==> src/rtl/clk_div_pkg.sv <==
// Shared defaults and divide constants for the clock-divider bank.
// Latency: n/a (declarations only).
// Backpressure: n/a.
package clk_div_pkg;

  localparam int NUM_CH_DEF = 4;
  localparam int CNT_W_DEF  = 24;

  // Standard half-period divide values (toggle every D+1 cycles)
  localparam int D_1KHZ = 99999;
  localparam int D_BAUD = 9;
  localparam int D_SCAN = 99;
  localparam int D_FAST = 7;

  // Channel index width, never narrower than one bit
  function automatic int ch_w_of(input int n);
    return (n > 1) ? $clog2(n) : 1;
  endfunction

  localparam int CH_W_DEF = ch_w_of(NUM_CH_DEF);

endpackage

==> src/rtl/clk_div_bank_if.sv <==
// Config write port of the divider bank: channel index plus new divide value.
// Latency: transfer completes on the rising edge where cfg_valid && cfg_ready.
// Backpressure: cfg_ready drops while the addressed channel holds an unapplied value.
interface clk_div_bank_if
  import clk_div_pkg::*;
#(
  parameter int CH_W  = CH_W_DEF,
  parameter int CNT_W = CNT_W_DEF
);
  logic             cfg_valid;
  logic             cfg_ready;
  logic [CH_W-1:0]  cfg_ch;
  logic [CNT_W-1:0] cfg_div;

  modport master (output cfg_valid, cfg_ch, cfg_div, input cfg_ready);
  modport slave  (input cfg_valid, cfg_ch, cfg_div, output cfg_ready);
endinterface

==> src/rtl/clk_div_channel.sv <==
// One integer divider: 50%-duty clk and a one-cycle tick every div_q+1 cycles.
// Latency: registered outputs; first toggle div_q+1 edges after restart.
// Backpressure: busy stays high from a write until the value is applied.
module clk_div_channel
  import clk_div_pkg::*;
#(
  parameter int CNT_W = CNT_W_DEF
) (
  input  logic             clk_in,
  input  logic             rst_in,
  input  logic             en,
  input  logic             sync,
  input  logic             wr,
  input  logic [CNT_W-1:0] wr_div,
  input  logic [CNT_W-1:0] init_div,
  output logic             busy,
  output logic             clk,
  output logic             tick
);

  logic [CNT_W-1:0] cnt;
  logic [CNT_W-1:0] div_q;
  logic [CNT_W-1:0] pend;
  logic             pend_valid;
  logic             restart;
  logic             term;

  // sync and disable both park the channel at phase zero
  assign restart = sync | ~en;
  // cnt never passes div_q, so even the all-ones divide cannot overflow
  assign term    = (cnt == div_q);
  assign busy    = pend_valid;

  // Counter, output toggle, and pending-divide hand-over at phase boundaries
  always_ff @(posedge clk_in) begin
    if (rst_in) begin
      cnt        <= '0;
      clk        <= 1'b0;
      tick       <= 1'b0;
      div_q      <= init_div;
      pend       <= '0;
      pend_valid <= 1'b0;
    end else begin
      if (restart) begin
        cnt  <= '0;
        clk  <= 1'b0;
        tick <= 1'b0;
      end else if (term) begin
        cnt  <= '0;
        clk  <= ~clk;
        tick <= 1'b1;
      end else begin
        cnt  <= cnt + CNT_W'(1);
        tick <= 1'b0;
      end
      // A new ratio only takes over where a count restarts from zero, so no
      // half-period is ever cut short or stretched. wr is never asserted
      // while pend_valid is set, so apply and write cannot collide.
      if ((restart || term) && pend_valid) begin
        div_q      <= pend;
        pend_valid <= 1'b0;
      end else if (wr) begin
        pend       <= wr_div;
        pend_valid <= 1'b1;
      end
    end
  end

endmodule

==> src/rtl/clk_div_bank.sv <==
// Bank of NUM_CH independent, run-time reprogrammable integer clock dividers.
// Latency: outputs registered; a new divide applies at the channel's next terminal count.
// Backpressure: cfg_ready low while the addressed channel has a pending divide.
module clk_div_bank
  import clk_div_pkg::*;
#(
  parameter int                      NUM_CH   = NUM_CH_DEF,
  parameter int                      CNT_W    = CNT_W_DEF,
  parameter logic [NUM_CH*CNT_W-1:0] DIV_INIT = {CNT_W'(D_FAST), CNT_W'(D_SCAN),
                                                 CNT_W'(D_BAUD), CNT_W'(D_1KHZ)},
  parameter int                      CH_W     = ch_w_of(NUM_CH)
) (
  input  logic              clk_in,
  input  logic              rst_in,
  input  logic [NUM_CH-1:0] en_in,
  input  logic              sync_in,
  clk_div_bank_if.slave     cfg,
  output logic [NUM_CH-1:0] clk_out,
  output logic [NUM_CH-1:0] tick_out
);

  logic [NUM_CH-1:0] busy;
  logic [NUM_CH-1:0] wr;
  logic              ready;

  // Ready follows the addressed channel; out-of-range indices always accept
  // (and the write is dropped because no channel decodes it)
  always_comb begin
    ready = 1'b1;
    for (int i = 0; i < NUM_CH; i++) begin
      if (cfg.cfg_ch == CH_W'(i)) ready = ~busy[i];
    end
  end

  assign cfg.cfg_ready = ready;

  for (genvar g = 0; g < NUM_CH; g++) begin : g_ch
    assign wr[g] = cfg.cfg_valid && ready && (cfg.cfg_ch == CH_W'(g));

    clk_div_channel #(.CNT_W(CNT_W)) u_ch (
      .clk_in   (clk_in),
      .rst_in   (rst_in),
      .en       (en_in[g]),
      .sync     (sync_in),
      .wr       (wr[g]),
      .wr_div   (cfg.cfg_div),
      .init_div (DIV_INIT[g*CNT_W +: CNT_W]),
      .busy     (busy[g]),
      .clk      (clk_out[g]),
      .tick     (tick_out[g])
    );
  end

endmodule
==> src/flat_wrapper.sv <==
// flat-port wrapper written by rule: the top's interface ports become plain ports
module clk_div_bank_flat import clk_div_pkg::*;
#(
  parameter int                      NUM_CH   = NUM_CH_DEF,
  parameter int                      CNT_W    = CNT_W_DEF,
  parameter logic [NUM_CH*CNT_W-1:0] DIV_INIT = {CNT_W'(D_FAST), CNT_W'(D_SCAN),
                                                 CNT_W'(D_BAUD), CNT_W'(D_1KHZ)},
  parameter int                      CH_W     = ch_w_of(NUM_CH)
)
  (clk_in, rst_in, en_in, sync_in, clk_out, tick_out, cfg_cfg_valid, cfg_cfg_ch, cfg_cfg_div, cfg_cfg_ready);
  clk_div_bank_if #(.CH_W(CH_W), .CNT_W(CNT_W)) cfg_i ();
  input  logic clk_in;
  input  logic rst_in;
  input  logic [NUM_CH-1:0] en_in;
  input  logic sync_in;
  output logic [NUM_CH-1:0] clk_out;
  output logic [NUM_CH-1:0] tick_out;
  input wire logic [$bits(cfg_i.cfg_valid)-1:0] cfg_cfg_valid;
  input wire logic [$bits(cfg_i.cfg_ch)-1:0] cfg_cfg_ch;
  input wire logic [$bits(cfg_i.cfg_div)-1:0] cfg_cfg_div;
  output wire logic [$bits(cfg_i.cfg_ready)-1:0] cfg_cfg_ready;
  assign cfg_i.cfg_valid = cfg_cfg_valid;
  assign cfg_i.cfg_ch = cfg_cfg_ch;
  assign cfg_i.cfg_div = cfg_cfg_div;
  assign cfg_cfg_ready = cfg_i.cfg_ready;
  clk_div_bank #(.NUM_CH(NUM_CH), .CNT_W(CNT_W), .DIV_INIT(DIV_INIT), .CH_W(CH_W)) u_core (.clk_in(clk_in), .rst_in(rst_in), .en_in(en_in), .sync_in(sync_in), .cfg(cfg_i), .clk_out(clk_out), .tick_out(tick_out));
endmodule
==> config.mk <==
export PLATFORM = sky130hd
export DESIGN_NAME = clk_div_bank_flat
export DESIGN_NICKNAME = d
export VERILOG_FILES = /design/src/rtl/clk_div_pkg.sv /design/src/rtl/clk_div_bank_if.sv /design/src/rtl/clk_div_channel.sv /design/src/rtl/clk_div_bank.sv /design/src/flat_wrapper.sv
export SDC_FILE = /design/constraint.sdc
export NUM_CORES = 1
export LEC_CHECK = 0
export ABC_AREA = 1
export BUFFER_PORTS_ARGS = -buffer_cell sky130_fd_sc_hd__buf_4
export CAP_MARGIN = 25
export CORE_MARGIN = 4
export CORE_UTILIZATION = 53
export CTS_CLUSTER_DIAMETER = 30
export DETAILED_ROUTE_END_ITERATION = 10
export PLACE_DENSITY = 0.76
export RECOVER_POWER = 100
export SLEW_MARGIN = 20
export SYNTH_ARGS = -nofsm -noshare
export SYNTH_HDL_FRONTEND = slang
export SYNTH_SLANG_ARGS = --single-unit
export TNS_END_PERCENT = 50
==> constraint.sdc <==
create_clock -name clk_in -period 2.4 [get_ports clk_in]
set_input_delay 0.12 -clock clk_in [delete_from_list [all_inputs] [get_ports clk_in]]
set_output_delay 0.12 -clock clk_in [all_outputs]
set_load 0.02 [all_outputs]
==> impl_metrics.tcl <==
set metrics [dict create \
    gp_congestion 0.902 \
    fin_tns_setup_ns 0 \
    fin_nets 2237 \
    clkPwrFrac 0.588 \
    synthCells 2120 \
    die_w_microns 171 \
    timing.final.crit_share 0.904 \
    die_h_microns 171 \
    layout-drive-gt1-share 0.0823 \
    cts_inserted_buffers 67 \
    first_global_vias 12600 \
    via_per_inst 5.16 \
    cp.required_ns 2.84 \
    reg2reg_to "u_core.g_ch[0].u_ch.pend[2]" \
    async_flop_share 0 \
    initial_utilization 0.539 \
    ir_drop_uv 626 \
    synth.distinct_cells 28 \
    dpl.hpwl_microns 23600 \
    io-pin-count 43 \
    leakage_nw 6.99 \
    drt-initial-drc-count 1127 \
    arrival_ns 2.61 \
    p_switching_mw 3.64 \
    cp-start-kind "flop" \
    power.share.switching 0.242 \
    antenna_found_initial 0 \
    post-route-min-period_ns 2.17 \
    core_area_sq_um 26000 \
    antenna_left 0 \
    syn_area_sq_um 14000 \
    timing.max_cap.violations 0 \
    cts_tree "yes" \
    end_kind "flop" \
    grt_pass1_wl_microns 59900 \
    worstSkewPairLatency_ns 0.56 \
    grt_setup_unrepaired "no" \
    clk_pin_slew_ns 0.06 \
    reg2reg_slack_ns 0.23 \
    slew_headroom 0.548 \
    yosysWarnings 0 \
    postRouteWirelength_microns 35800 \
    reg2reg_from "u_core.g_ch[1].u_ch.busy" \
    drt_pass1_iterations 6 \
    dieArea_sq_um 29100 \
    min_to "u_core.g_ch[1].u_ch.tick" \
    report.final.slew_viol_count 0 \
    syn_avg_cell_area_sq_um 6.60 \
    hold_path_depth 4 \
    io_buffers 42 \
    synth_ff_type "dfxtp_1" \
    grt_max_degree 50 \
    diodes 0 \
    fmax_mhz 461 \
    synth_edf_count 0 \
    cts_buffer_depth 3 \
    avgRoutedWirePerCell_microns 13.9 \
    cts-root-buf "clkbuf_16" \
    ctsHtreeMaxLevel 3 \
    finalHoldViolations 0 \
    area_delta_synth_final_pct 22.0 \
    crit_type "reg2reg" \
    worstHoldStart "sync_in" \
    ys_ff_latch 300 \
    clock_sinks 300 \
    critPathMaxFanout 25 \
    yosysSeqAreaShare 0.429 \
    worst_pin_slew_ns 0.671 \
    finalSetupViolations 0 \
    p_per_area_nw_per_um2 879 \
    outcome "finished clean" \
    finalClockSkew_ns 0.0189 \
    synthesis.nets 2158 \
    track_usage 0.248 \
    p_comb_frac 0.061 \
    via_count 13300 \
    overflow 0 \
    seqPwrFrac 0.351 \
    core.rowCount 59 \
    hp-class "in2reg" \
    drc_errors 0 \
    r2r_cells 8 \
    internal-power_mw 11.4 \
    fin_util 0.657 \
]
## metal layers
| layer | share of wire | global-route usage |
|---|---|---|
| met1 | 0.44 | 0.324 |
| met2 | 0.47 | 0.405 |
| met3 | 0.055 | 0.0469 |
| met4 | 0.031 | 0.102 |
| met5 | 0 | 0 |
## power by group through the flow
| stage | logic [mW] | registers [mW] | clock network, mW |
|---|---|---|---|
| 3_5_place_dp | 0.851 | 5.36 | 0 |
| 4_1_cts | 0.906 | 5.27 | 8.94 |
| 5_1_grt | 1.03 | 5.29 | 9.21 |
| 2_1_floorplan | 0.608 | 5.32 | 0 |
| 6_report | 0.910 | 5.28 | 8.83 |
| 3_3_place_gp | 0.832 | 5.36 | 0 |
## what timing repair did
action,in CTS,in global routing
hold endpoints to repair,99,0
hold buffers,32,0
gates resized for setup,0,1
buffers inserted,0,4
endpoints found under the setup margin,0,3
## final cells by class
| cell class | count | area (sq um) |
|---|---|---|
| repair buffers | 108 | 872 |
| flip-flops and latches | 300 | 6010 |
| clock inverters | 30 | 353 |
| well taps | 335 | 419 |
| fillers | 2216 | 8910 |
| inverters | 302 | 1140 |
| clock buffers | 87 | 1870 |
| multi-input cells | 1420 | 6420 |
## cells in the mapped netlist (7+ instances only)
cell	n	share of area
buf_4	8	0.0043
nor2_1	272	0.073
o21ai_0	85	0.030
clkbuf_1	54	0.014
dfxtp_1	300	0.43
buf_2	29	0.010
nand4_1	21	0.0094
nand2_1	536	0.14
inv_1	302	0.081
nand3_1	173	0.062
xor2_1	52	0.033
a21oi_1	208	0.074
buf_1	7	0.0019
or2_2	7	0.0031
nor3_1	36	0.013
## logic make-up after synthesis
kind of cell / after synthesis / share of synthesized area
simple gates: 1061 / 0.312
flops: 300 / 0.429
fa+ha+maj: 4 / 0.00358
xor+xnor: 55 / 0.0344
buf+inv: 400 / 0.112
compound gates: 300 / 0.108
## critical path, cell delays in order, from the launching register on
cell           delay (ns)
dfxtp_1              0.32
o21ai_0              0.16
nand3_1              0.16
a21boi_4             0.36
nand2_1              0.12
buf_4                0.23
nand2_1              0.09
a21oi_1              0.05
dlygate4sd3_1        0.56
## worst max-delay path by stage
stage	start	to	slack, ns	cells after the start
2_1_floorplan	u_core.g_ch[3].u_ch.cnt[0]	u_core.g_ch[3].u_ch.cnt[20]	0.66	8
3_3_place_gp	u_core.g_ch[0].u_ch.cnt[0]	u_core.g_ch[0].u_ch.cnt[18]	0.33	9
3_5_place_dp	u_core.g_ch[0].u_ch.cnt[0]	u_core.g_ch[0].u_ch.cnt[18]	0.28	9
4_1_cts	u_core.g_ch[1].u_ch.busy	u_core.g_ch[0].u_ch.pend[2]	0.15	8
5_1_grt	u_core.g_ch[0].u_ch.cnt[0]	u_core.g_ch[0].u_ch.cnt[16]	0.008	9
6_report	u_core.g_ch[1].u_ch.busy	u_core.g_ch[0].u_ch.pend[2]	0.23	8
## metrics by stage
step	instances	setup WS [ns]	cell area [sq um]	total power, mW	hold slack, ns
6_report	2582	0.229	17100	15.0	0.0136
3_3_place_gp	2429	0.328	14600	6.19	0.434
4_1_cts	2578	0.147	17100	15.1	0.00117
5_1_grt	2582	0.00762	17100	15.5	0.0144
2_1_floorplan	2120	0.657	14000	5.93	0.189
3_5_place_dp	2429	0.284	14600	6.21	0.436
## cell usage in the layout (no fill, tap or decap), types with 36 or more instances in the layout
| master | count |
|---|---|
| inv_1 | 301 |
| a21oi_1 | 208 |
| buf_4 | 56 |
| nand3_1 | 174 |
| xor2_1 | 52 |
| clkbuf_16 | 67 |
| nor2_1 | 272 |
| dfxtp_1 | 300 |
| nor3_1 | 36 |
| nand2_1 | 536 |
| o21ai_0 | 89 |
## registers in the layout, indices dropped and copies added (netlist names)
| name | cells |
|---|---|
| u_core.g_ch.u_ch.busy | 4 |
| u_core.g_ch.u_ch.clk | 4 |
| u_core.g_ch.u_ch.cnt | 96 |
| u_core.g_ch.u_ch.div_q | 96 |
| u_core.g_ch.u_ch.pend | 96 |
| u_core.g_ch.u_ch.tick | 4 |
No activity file was read; power rests on OpenSTA's default activity.
